===== config.mk =====
export PLATFORM = sky130hd
export DESIGN_NAME = stride_seq
export DESIGN_NICKNAME = d
export VERILOG_FILES = /design/src/rtl/stride_seq_pkg.sv /design/src/rtl/seq_code_map.sv /design/src/rtl/stride_seq.sv
export SDC_FILE = /design/constraint.sdc
export NUM_CORES = 1
export LEC_CHECK = 0
export CAP_MARGIN = 20
export CORE_ASPECT_RATIO = 0.75
export CORE_MARGIN = 2
export CORE_UTILIZATION = 39
export CTS_CLUSTER_DIAMETER = 60
export DETAILED_ROUTE_END_ITERATION = 16
export GPL_TIMING_DRIVEN = 0
export PLACE_DENSITY = 0.64
export SKIP_LAST_GASP = 1
export SYNTH_ARGS = -nofsm -noshare
export SYNTH_HDL_FRONTEND = slang
export SYNTH_SLANG_ARGS = --single-unit
export TNS_END_PERCENT = 50

===== constraint.sdc =====
create_clock -name clk -period 2 [get_ports clk]
set_input_delay 0.2 -clock clk [delete_from_list [all_inputs] [get_ports clk]]
set_output_delay 0.2 -clock clk [all_outputs]
set_load 0.03 [all_outputs]

===== src/rtl/stride_seq_pkg.sv =====
// Shared definitions for the stride sequence generator: output code
// selectors and the control FSM state encoding.
package stride_seq_pkg;

  localparam logic [1:0] MODE_BIN     = 2'd0;
  localparam logic [1:0] MODE_REV     = 2'd1;
  localparam logic [1:0] MODE_GRAY    = 2'd2;
  localparam logic [1:0] MODE_REVGRAY = 2'd3;

  typedef enum logic {
    ST_IDLE = 1'b0,
    ST_RUN  = 1'b1
  } state_t;

endpackage


===== src/rtl/seq_code_map.sv =====
// Combinational value-to-code mapping (binary, bit-reversed, Gray,
// bit-reversed Gray), shared by sequence generators.
module seq_code_map
  import stride_seq_pkg::*;
#(
  parameter int WIDTH = 8
) (
  input  logic [1:0]       mode,
  input  logic [WIDTH-1:0] value,
  output logic [WIDTH-1:0] code
);

  logic [WIDTH-1:0] gray;
  logic [WIDTH-1:0] rev_bin;
  logic [WIDTH-1:0] rev_gray;

  assign gray = value ^ (value >> 1);

  for (genvar i = 0; i < WIDTH; i++) begin : g_rev
    assign rev_bin[i]  = value[WIDTH-1-i];
    assign rev_gray[i] = gray[WIDTH-1-i];
  end

  always_comb begin
    code = value;
    case (mode)
      MODE_BIN:     code = value;
      MODE_REV:     code = rev_bin;
      MODE_GRAY:    code = gray;
      MODE_REVGRAY: code = rev_gray;
      default:      code = value;
    endcase
  end

endmodule


===== src/rtl/stride_seq.sv =====
// Stride sequence generator: bursts or free-running streams of
// accumulator samples, mapped to an output code, with valid/ready stall.
module stride_seq
  import stride_seq_pkg::*;
#(
  parameter int               WIDTH    = 8,
  parameter int               LEN_W    = 16,
  parameter logic [WIDTH-1:0] STEP_RST = WIDTH'(7)
) (
  input  logic             clk,
  input  logic             init,
  input  logic [WIDTH-1:0] cfg_seed,
  input  logic [WIDTH-1:0] cfg_step,
  input  logic [LEN_W-1:0] cfg_len,
  input  logic [1:0]       cfg_mode,
  input  logic             start,
  input  logic             stop,
  output logic [WIDTH-1:0] out_data,
  output logic             out_valid,
  input  logic             out_ready,
  output logic             out_last,
  output logic             wrap,
  output logic             busy,
  output state_t           dbg_state
);

  // Output handshake: a sample moves when out_valid and out_ready are both
  // high at a rising clk edge; while out_valid is high and out_ready is low,
  // out_data and out_last hold. out_valid never depends on out_ready.

  state_t           state;
  logic [WIDTH-1:0] acc;
  logic [WIDTH-1:0] step_q;
  logic [1:0]       mode_q;
  logic [LEN_W-1:0] remain;
  logic [WIDTH:0]   sum;
  logic             xfer;
  logic             at_last;

  assign sum     = {1'b0, acc} + {1'b0, step_q};
  assign xfer    = out_valid & out_ready;
  assign at_last = (remain == LEN_W'(1));

  always_ff @(posedge clk or posedge init) begin
    if (init) begin
      state  <= ST_IDLE;
      acc    <= '0;
      step_q <= STEP_RST;
      mode_q <= MODE_BIN;
      remain <= '0;
      wrap   <= 1'b0;
    end else begin
      wrap <= 1'b0;
      case (state)
        ST_IDLE: begin
          // start has priority over a simultaneous stop here
          if (start) begin
            state  <= ST_RUN;
            acc    <= cfg_seed;
            step_q <= cfg_step;
            mode_q <= cfg_mode;
            remain <= cfg_len;
          end
        end
        ST_RUN: begin
          if (xfer) begin
            acc  <= sum[WIDTH-1:0];
            wrap <= sum[WIDTH];
            if (remain != '0) remain <= remain - LEN_W'(1);
          end
          // a transfer coinciding with stop still completes above
          if (stop || (xfer && at_last)) state <= ST_IDLE;
        end
        default: state <= ST_IDLE;
      endcase
    end
  end

  assign out_valid = (state == ST_RUN);
  assign busy      = out_valid;
  assign out_last  = out_valid & at_last;
  assign dbg_state = state;

  seq_code_map #(.WIDTH(WIDTH)) u_map (
    .mode  (mode_q),
    .value (acc),
    .code  (out_data)
  );

endmodule


After elaboration in Yosys (flattened, before gate mapping)
Index checks and enable logic that the tools add are counted.
- muxes and demuxes: 13
- add/sub/neg operators: 2
- bitwise gates (word level): 4
- reduce and logical (&&, ||, !) cells: 7
- eq/ne operators: 7
- operators with widths (kind ; number):
    two-way mux 16 bit ; 3
    one-hot mux 16 bit (2 select lines) ; 1
    one-hot mux 8 bit (4 select lines) ; 1
    equality test 16 x 1 -> 1 bit, second input constant ; 1
    two-way mux 8 bit ; 2
    one-hot mux 8 bit (2 select lines) ; 1
    nonzero test 16 bit ; 1
    subtractor 16 x 1 -> 16 bit, second input constant ; 1
    adder 8 x 8 -> 9 bit ; 1
    bitwise XOR 8 x 7 -> 8 bit ; 1
    equality test 2 bit, second input constant ; 2
    two-way mux 1 bit ; 4
    != test 2 x 1 -> 1 bit, second input constant ; 2
    AND reduction 2 bit ; 2
    AND reduction 3 bit ; 1
    bitwise AND 1 bit ; 2
    equality test 2 x 1 -> 1 bit, second input constant ; 1
    zero test 2 bit ; 1
    != test 2 bit, second input constant ; 1
    one-hot mux 1 bit (2 select lines) ; 1
    logical AND 1 bit ; 1
    logical OR 1 bit ; 1
    NOT 1 bit ; 1
- flip-flop bits (word level): 36
- word-level logic and storage cells: 39

Longest topological paths before layout
- depth in word-level cells: 5
- gate-level depth with buffers: 8

Cells and area by module
A second synthesis with hierarchy kept.
- cells, all modules: 305
- area total of the unflattened synthesis: 2578.7 um^2
- by module, submodules not included (module ; area an instance (um^2) ; sequential area each (um^2) ; instances ; cells each):
    stride_seq ; 2262.2 ; 904.6 ; 1 ; 261
    seq_code_map ; 316.6 ; 0.0 ; 1 ; 44

Worst setup path after synthesis
OpenSTA, ideal clock, no wires.
- path kind: flip-flop to output port
- from: register state, in the netlist busy
- to: output out_last
- required time: 1800 ps
- arrival time: 2205 ps
- slack: -405 ps
- stages on the path, launching flop included: 5
- path buffers: 2
- cells stage by stage: dfrtp_1 buf_2 clkinv_1 clkbuf_1 nor4_1
- longest elaborated chain between the ends: 1
- ends and longest elaborated chain (item ; RTL line ; text):
    start, declared ; stride_seq.sv:31 ; state_t state;
    start signal, assigned ; stride_seq.sv:46 ; state <= ST_IDLE;
    start signal, assigned ; stride_seq.sv:58 ; state <= ST_RUN;
    start signal, assigned ; stride_seq.sv:72 ; if (stop || (xfer && at_last)) state <= ST_IDLE;
    bitwise AND 1 bit ; stride_seq.sv:81 ; assign out_last = out_valid & at_last;
    end, declared ; stride_seq.sv:21 ; output logic out_last,
No other way between the ends.

Final worst setup path
- from: register remain[12]
- to: register remain[2]
- longest elaborated chain between the ends: 3
- ends and longest elaborated chain (item ; RTL line ; text):
    start, declared ; stride_seq.sv:35 ; logic [LEN_W-1:0] remain;
    start signal, assigned ; stride_seq.sv:62 ; remain <= cfg_len;
    start signal, assigned ; stride_seq.sv:69 ; if (remain != '0) remain <= remain - LEN_W'(1);
    nonzero test 16 bit ; stride_seq.sv:69 ;
    != test 2 x 1 -> 1 bit (no source line) ; -- ;
    AND reduction 3 bit (no source line) ; -- ;
No other way between the ends.
A chain may end at the register's enable or synchronous reset.

==> impl_metrics.toml <==
[timing]
max_slew.worst_pin.slew_ns = 0.785
setup_viol = 3
min_period_over_period_pct = 102
relSlewSlack_pct = 47.6
grt_setup_unrepaired = "yes"
finalSetupTns_ns = -0.0432
setup_slack_ns = -0.0301
finalMaxSlewViolations = 0
hold_viol_final = 0
finClkSkew_ns = 0.00716
fmax_mhz = 493
whs_ns = 0.358
fin_crit_ns = 2.03

[finish]
antenna_cells = 0
fillerInstances = 614
drive_above_1_share_pct = 18.1
area_growth_pct = 32.3
nets = 414
fin_util_pct = 53.1

[floorplan]
dieWidth_um = 96.9
num_io_pins = 52
initial_utilization_pct = 40.2
dieArea_um2 = 7140
die_y_um = 73.7
rows = 25
core_area_um2 = 6290

[placement]
dp_hpwl_um = 5200
place_ws_ns = -0.592
gp_congestion = 0.907
portBuffers = 49

[global_routing]
grt_pass1_wl_um = 11800
gr-total-overflow = 0
grt_pass1_vias = 2320
grt.total_usage_pct = 20.8
grt_max_degree = 37
antenna_found_initial = 0

[power]
power-per-cell-area_nw_per_um2 = 1210
p_int_uw = 2210
clockPowerShare_pct = 13.9
pwr-share-seq_pct = 32.0
p_comb_share_pct = 54.1
switching_share_pct = 45.5
p_leak_uw = 0.00139
power.net_switching_uw = 1840
ir_worst_vdd_mv = 0.429

[setup_path]
end_kind = "flip-flop"
reg2reg_from = "remain[12]$_DFFE_PP0P_"
crit_fanout = 7
arrival_ns = 2.18
r2r_slack_ns = -0.03
startpoint = "remain[12]$_DFFE_PP0P_"
r2r-end = "remain[2]$_DFFE_PP0P_"
crit_required_ns = 2.15
cp-start-kind = "flip-flop"
critical_path_class = "reg -> reg"
crit_end = "remain[2]$_DFFE_PP0P_"
r2r_cells = 6

[route]
num_vias = 2542
dr.pass1.iters = 4
drtIter0Drc = 166
wl_um = 7150
drc = 0
viasPerCell = 5.70
wl_per_cell_um = 16.0
postRouteAntennaNets = 0

[cts]
cts_tree = "yes"
numClockSinks = 36
clk_pin_slew_ns = 0.08
numCtsBuffers = 5
clock_latency_ns = 0.30
cts.root.buffer_cell = "clkbuf_8"
htreeDepth = 2
clockBufferDepth = 2

[yosys]
ys_dominant_reg_cell = "dfrtp_1"
yosysTopAreaCell = "dfrtp_1"
netlist_instances = 302
synth_top_area_share_pct = 32.7
avgSynthCellArea_um2 = 8.36
synth_area_um2 = 2520
ys_ff_latch = 36
synth_nets = 352
ys_types = 60
yosys_warnings = 0
synth_edf_count = 0
yosys-top-cells-area = "dfrtp_1 (33%), nand2_1 (6.7%), ha_1 (5.0%)"
async_flop_share_pct = 100
ys_seq_area_share_pct = 35.8

[job]
maxCapViolCount = 0

[outcome]
failed_checks = "setup timing"
outcome = "finished, violations left"

[min_path]
hp-class = "in -> async"
-- cells in the mapped netlist (all sizes together), types with 8 or more instances --
library cell  number
nand2             45
dfrtp             33
nor2              29
a21oi             18
o21ai             15
clkbuf            13
a211oi            12
ha                10
nor3              10
buf                9
inv                9
a31oi              8
-- cell type report --
class	instances	area (µm²)	area share [%]
multi-input cells	234	1550	46.5
flip-flops and latches	36	907	27.2
repair buffers	57	527	15.8
plain buffers	20	119	3.56
well taps	81	101	3.03
clock buffers	6	82.6	2.47
inverters	10	38.8	1.16
clock inverters	2	10.0	0.300
-- sequential cells by signal, indices dropped and copies added, names as in the netlist --
name    count
acc         8
busy        1
mode_q      2
remain     16
step_q      8
wrap        1
-- power by group through the flow --
stage / clock (µW) / combinational (µW) / sequential, µW
finish: 564 / 2190 / 1300
global route: 604 / 2460 / 1330
CTS: 572 / 2090 / 1280
detailed placement: 0 / 2140 / 1260
global placement: 0 / 2100 / 1250
floorplan: 0 / 1540 / 1190
-- cells in the final DEF (no fill, tap or decap), types with 4 or more instances in the layout --
| cell | n |
|---|---|
| xor2_1 | 4 |
| a21oi_1 | 17 |
| o22ai_1 | 6 |
| nand2_1 | 44 |
| o32ai_1 | 4 |
| a211oi_1 | 9 |
| clkbuf_1 | 5 |
| mux2i_1 | 5 |
| dfrtp_1 | 31 |
| o21ai_0 | 12 |
| clkbuf_8 | 6 |
| buf_2 | 6 |
| dlygate4sd2_1 | 4 |
| nor3_1 | 7 |
| inv_1 | 7 |
| a31oi_1 | 8 |
| nor2_1 | 29 |
| ha_1 | 8 |
| or3_1 | 6 |
| clkdlybuf4s50_1 | 40 |
| clkbuf_2 | 6 |
| nor2b_1 | 6 |
| o31ai_1 | 5 |
| nand2b_1 | 4 |
| buf_4 | 11 |
-- worst max-delay path, cell delays in order, from the launching register on --
cell and delay (ns):
dfrtp_1 0.41, or3_1 0.41, or2_1 0.25, buf_6 0.14, nor3_2 0.42, or3_1 0.18
a31oi_1 0.07
-- repair_timing --
action                                  in CTS  in global routing
endpoints found under the setup margin      20                 37
gates resized for setup                     30                 39
hold buffers                                 0                  0
pin swaps                                    2                  6
setup buffers                                2                  6
-- per-stage QoR --
step,instance area (µm²),power [µW],instances
after floorplan,2540,2740,302
after global placement,3130,3350,432
after detailed placement,3130,3400,432
after CTS,3250,3940,440
after global routing,3340,4390,446
final,3340,4050,446
-- metal layers --
layer | track usage, % | vias to the layer above | wire (µm)
met4 | 4.54 | 0 | 57
met5 | 0 | - | 0
met1 | 32.1 | 1212 | 3770
met2 | 29.8 | 89 | 2870
met3 | 4.38 | 8 | 454
li1 | - | 1233 | -
-- cell families after synthesis --
logic type / count (synthesis) / synth area share (%)
and+or+nand+nor: 120 / 23.7
DFF: 36 / 35.8
adders and majority gates: 11 / 5.75
xor gates and xnor gates: 5 / 1.73
AOI/OAI and AO/OA: 92 / 24.9
muxes: 6 / 2.43
buffers and inverters: 32 / 5.60
-- how the worst min path moves through the flow --
stage                                startpoint                     to  slack [ns]  cells past startpoint
after floorplan                     cfg_step[0]  step_q[0]$_DFFE_PP1P_        0.28                      2
after global placement    step_q[0]$_DFFE_PP1P_  step_q[0]$_DFFE_PP1P_        0.45                      2
after detailed placement  step_q[0]$_DFFE_PP1P_  step_q[0]$_DFFE_PP1P_        0.46                      2
after CTS                                 start  remain[6]$_DFFE_PP0P_        0.35                      3
after global routing                      start  remain[6]$_DFFE_PP0P_        0.38                      3
final                                      init  remain[6]$_DFFE_PP0P_        0.36                      2
(Power assumes the default switching activity.)
